File: config.mk
export PLATFORM = sky130hd
export DESIGN_NAME = mdu_sequencer
export DESIGN_NICKNAME = d
export VERILOG_FILES = /design/src/rtl/mdu_sequencer.sv
export SDC_FILE = /design/constraint.sdc
export NUM_CORES = 1
export LEC_CHECK = 0
export CAP_MARGIN = 25
export CORE_MARGIN = 4
export CORE_UTILIZATION = 62
export DETAILED_ROUTE_END_ITERATION = 8
export DONT_BUFFER_PORTS = 1
export GPL_ROUTABILITY_DRIVEN = 0
export HOLD_SLACK_MARGIN = 0.08
export PLACE_DENSITY = 0.78
export SYNTH_ARGS = -nofsm -noshare
export SYNTH_HDL_FRONTEND = slang
export SYNTH_SLANG_ARGS = --single-unit
File: constraint.sdc
create_clock -name clk -period 9.9 [get_ports clk]
set_clock_uncertainty 0.15 [all_clocks]
set_input_delay 0.99 -clock clk [delete_from_list [all_inputs] [get_ports clk]]
set_output_delay 0.99 -clock clk [all_outputs]
set_load 0.02 [all_outputs]
File: src/rtl/mdu_sequencer.sv
// Iterative 32-step multiply/divide unit that owns HI/LO and stalls the core while busy.
// Optional signed support is built only when MDU_SIGNED_EN is defined.
module mdu_sequencer #(
   parameter int WIDTH = 32,
   parameter int CNTW  = 5
) (
   input  logic             clk,
   input  logic             reset,
   input  logic             start,
   input  logic             op,
   input  logic             sgn,
   input  logic [WIDTH-1:0] srca,
   input  logic [WIDTH-1:0] srcb,
   input  logic             rd_req,
   input  logic             rd_sel,
   output logic [WIDTH-1:0] rd_data,
   output logic [WIDTH-1:0] hi,
   output logic [WIDTH-1:0] lo,
   output logic             busy,
   output logic             done,
   output logic             dz,
   output logic             stall
);

   // state | meaning
   // IDLE  | waiting for start
   // RUN   | one multiply/divide iteration per clock (or divide-by-zero shortcut)
   // FIX   | sign correction of HI/LO (MDU_SIGNED_EN only)
   // DONE  | HI/LO just updated; a new start may be accepted
   localparam logic [1:0] IDLE = 2'd0;
   localparam logic [1:0] RUN  = 2'd1;
`ifdef MDU_SIGNED_EN
   localparam logic [1:0] FIX  = 2'd2;
`endif
   localparam logic [1:0] DONE = 2'd3;

   logic [1:0]       state;
   logic [CNTW-1:0]  cnt;
   logic [WIDTH-1:0] acc;
   logic [WIDTH-1:0] q;
   logic [WIDTH-1:0] b;
   logic             op_r;
   logic             dz_pend;
   logic             dz_case;
   logic [WIDTH-1:0] a_mag;
   logic [WIDTH-1:0] b_mag;

   logic [WIDTH:0]   sum;
   logic [WIDTH:0]   rsh;
   logic [WIDTH-1:0] diff;
   logic [WIDTH-1:0] acc_nx;
   logic [WIDTH-1:0] q_nx;

`ifdef MDU_SIGNED_EN
   logic a_neg, b_neg;
   logic fix_r, neg_r, rneg_r;
   assign a_neg = sgn & srca[WIDTH-1];
   assign b_neg = sgn & srcb[WIDTH-1];
   assign a_mag = a_neg ? -srca : srca;
   assign b_mag = b_neg ? -srcb : srcb;
`else
   logic sgn_unused;
   assign sgn_unused = sgn;
   assign a_mag = srca;
   assign b_mag = srcb;
`endif

   assign dz_case = op & (srcb == '0);

   always_comb begin
      sum  = {1'b0, acc} + {1'b0, (q[0] ? b : '0)};
      rsh  = {acc, q[WIDTH-1]};
      diff = rsh[WIDTH-1:0] - b;
      if (op_r) begin
         // remainder after a successful subtract is below the divisor, so WIDTH bits suffice
         if (rsh >= {1'b0, b}) begin
            acc_nx = diff;
            q_nx   = {q[WIDTH-2:0], 1'b1};
         end else begin
            acc_nx = rsh[WIDTH-1:0];
            q_nx   = {q[WIDTH-2:0], 1'b0};
         end
      end else begin
         acc_nx = sum[WIDTH:1];
         q_nx   = {sum[0], q[WIDTH-1:1]};
      end
   end

   always_ff @(posedge clk) begin
      if (reset) begin
         state   <= IDLE;
         hi      <= '0;
         lo      <= '0;
         dz      <= 1'b0;
         cnt     <= '0;
         acc     <= '0;
         q       <= '0;
         b       <= '0;
         op_r    <= 1'b0;
         dz_pend <= 1'b0;
`ifdef MDU_SIGNED_EN
         fix_r   <= 1'b0;
         neg_r   <= 1'b0;
         rneg_r  <= 1'b0;
`endif
      end else begin
         case (state)
            IDLE, DONE: begin
               if (start) begin
                  op_r    <= op;
                  cnt     <= '0;
                  dz      <= 1'b0;
                  acc     <= '0;
                  b       <= b_mag;
                  q       <= dz_case ? srca : a_mag;
                  dz_pend <= dz_case;
`ifdef MDU_SIGNED_EN
                  fix_r   <= sgn & ~dz_case;
                  neg_r   <= a_neg ^ b_neg;
                  rneg_r  <= a_neg;
`endif
                  state   <= RUN;
               end else begin
                  state <= IDLE;
               end
            end
            RUN: begin
               if (dz_pend) begin
                  lo    <= '1;
                  hi    <= q;
                  dz    <= 1'b1;
                  state <= DONE;
               end else begin
                  acc <= acc_nx;
                  q   <= q_nx;
                  cnt <= cnt + 1'b1;
                  if (cnt == CNTW'(WIDTH-1)) begin
                     hi <= acc_nx;
                     lo <= q_nx;
`ifdef MDU_SIGNED_EN
                     state <= fix_r ? FIX : DONE;
`else
                     state <= DONE;
`endif
                  end
               end
            end
`ifdef MDU_SIGNED_EN
            FIX: begin
               if (op_r) begin
                  lo <= neg_r ? -lo : lo;
                  hi <= rneg_r ? -hi : hi;
               end else if (neg_r) begin
                  {hi, lo} <= -{hi, lo};
               end
               state <= DONE;
            end
`endif
            default: state <= IDLE;
         endcase
      end
   end

   assign busy    = (state != IDLE);
   assign done    = (state == DONE);
   assign stall   = busy & ~done & (rd_req | start);
   assign rd_data = rd_sel ? hi : lo;

endmodule
==> metrics.cfg <==
[timing]
worst_hold_slack_ns = 0.3160
report.final.slew_viol_count = 0
timing.final.crit_share = 0.4572
finalHoldViolations = 0
setup_tns_ns = 0
worst_pin_slew_ns = 1.060
slew_headroom = 0.2931
period_needed_ns = 4.526
setup_viol = 0
rsz0062_at_grt = false
timing.fmax_mhz = 221.0

[detailed_routing]
post_drt_wl_per_cell_microns = 20.53
drc_errors = 0
ant_nets = 0
drt-pass1-iter-count = 6
vias = 12097
drt_wl_total_microns = 37190
via_per_inst = 6.680
initialDrtViolationCount = 1069

[die]
die-area_sq_um = 21920
die_h_microns = 148.1
dieWidth_microns = 148.1
core_sq_um = 19020
rows = 50
pin_count = 171
initial_utilization = 0.6396

[synthesis]
synth.cell_area_sq_um = 12160
synthTopCellsByArea = dfxtp_1 (28%), nand2_1 (7.3%), ha_1 (7.2%)
synth_edf_count = 0
yosys_most_used_dff = dfxtp_1
yosysSeqAreaShare = 0.2798
yosysWarnings = 0
synth-seq-cells = 170
syn-num-nets = 1757
syn_inst = 1614
yosys.area.top_type_share = 0.2798
ys_types = 79
synthTopCellsByCount = nand2_1 (236), dfxtp_1 (170), a21oi_1 (130), o21ai_0 (109), nor2_1 (100)
ys_async_sr_fraction = 0
yosysMostFrequentCell = nand2_1
yosysTopAreaCell = dfxtp_1
syn_avg_cell_area_sq_um = 7.537

[critical_path]
critical_path.max_stage_delay_ns = 0.83
arrival_ns = 4.74
required_ns = 10.11
worstSetupPathType = reg2reg
crit_slowest_cell = o41ai_2
cp-end-kind = flop
reg2reg_setup_slack_ns = 5.37
critical_path.max_fanout = 7
worst_setup_path_start_kind = flop
critical-path-top-cell-by-count = a211oi_1
critical_path.cell_chain = inv_1 -> ha_1 -> nand4b_1 -> or4_1 -> o41ai_2 -> nor3_1 -> a2111oi_0 -> a211oi_1 -> a211oi_1

[pwr]
ir_worst_vdd_mv = 0.1188
p_total_w = 0.001685
p_leak_nw = 5.387
power_density_nw_per_um2 = 131.7

[clock_network]
ctsResizeCount = 0
cts-root-buf = clkbuf_16
path_clk_slew_ns = 0.07
cts_buffers = 17
cts_max_level = 4
cts_tree = built
postCtsHoldBufs = 0
clock_path_buffers = 2
cts_setup_buffers = 0
insertion_delay_ns = 0.46
clock_sinks = 170

[hold_path]
hold_class = reg2reg

[global_routing]
antenna_found_initial = 0
grt_pass1_wl_microns = 58990
grt_pass1_vias = 11414
grt_usage = 0.3287
grt_remaining_overflow = 0
grt_max_degree = 94

[job]
maxCapViolCount = 0

[place]
dpl.hpwl_microns = 26060
portBuffers = 0

[cells_and_area]
final_util = 0.6731
drive_above_1_share = 0.09026
syn_to_final_growth_pct = 5.235
antenna_cells = 0
fin_nets = 1682

[outcome]
status = finished clean

## sequential cells by signal, summed over array words and instances (netlist names)
name and count:
q 32, lo 32, cnt 5, hi 32
state 2, acc 32, dz 1, b 32
dz_pend 1, op_r 1
## worst max-delay path, delay by kind of cell, from the launching register on
kind                       cells  cell delay, ns
adders and majority gates      1            0.40
AOI/OAI and AO/OA              4            2.02
and+or+nand+nor                3            1.44
buffers and inverters          1            0.06
DFF                            1            0.38
## logic make-up after synthesis
family                   share of synthesized area
AO/OA/AOI/OAI                               0.2487
XOR/XNOR                                   0.03024
adder cells (fa/ha/maj)                    0.07529
buffers and inverters                      0.05349
flip-flops                                  0.2798
multiplexers                               0.07879
AND/OR/NAND/NOR                             0.2337
## through the flow
| stage | setup slack (ns) | cells | area [sq um] |
|---|---|---|---|
| after floorplan | 6.470 | 1614 | 12160 |
| after global placement | 5.556 | 1779 | 12190 |
| after detailed placement | 5.445 | 1779 | 12190 |
| after CTS | 5.418 | 1810 | 12770 |
| after global routing | 5.260 | 1811 | 12800 |
| final | 5.374 | 1811 | 12800 |
## area by class of cell
| cell class | instances | area (sq um) |
|---|---|---|
| repair buffers | 17 | 147.6 |
| clock inverters | 14 | 156.4 |
| flip-flops and latches | 170 | 3408 |
| fillers | 1675 | 6217 |
| inverters | 54 | 202.7 |
| clock buffers | 17 | 425.4 |
| well taps | 260 | 325.3 |
| multi-input cells | 1279 | 8135 |
## power by group
group | internal, W | switching, W | total [W]
logic | 0.000103 | 0.000184 | 0.000287
registers | 0.000702 | 0.0000201 | 0.000722
clock network | 0.000337 | 0.000339 | 0.000676
## per-layer routing
layer  share of wire  vias to the layer above  track usage  wire, microns
met3           0.090                      141      0.06399           3362
met2            0.46                      631       0.5341          17170
met5               0                        -            0              0
li1                -                     5716            -              -
met4           0.048                        0       0.1506           1777
met1            0.40                     5609       0.4240          14870
## path summary, 6_finish.rpt
check,from,cells past startpoint,end
max,b[30],9,hi[16]
min,cnt[4],2,cnt[4]
max reg2reg,b[30],9,hi[16]
min reg2reg,cnt[4],2,cnt[4]
## placed cells by master, fill, tap and decap left out, drive strengths merged, types with 17 or more instances in the layout
master  synthesis  final
o211ai         23     23
a21oi         131    131
xnor2          27     27
mux2           70     70
ha             70     70
and2           35     35
buf            26     17
clkbuf         85     17
o21ai         112    112
inv            53     59
nand2         236    236
nand3          64     64
mux2i          17     17
a21o           37     37
a31oi          51     51
nor2          100    100
dfxtp         170    170
nand4          26     26
nor3           57     57
(Power assumes the default switching activity.)
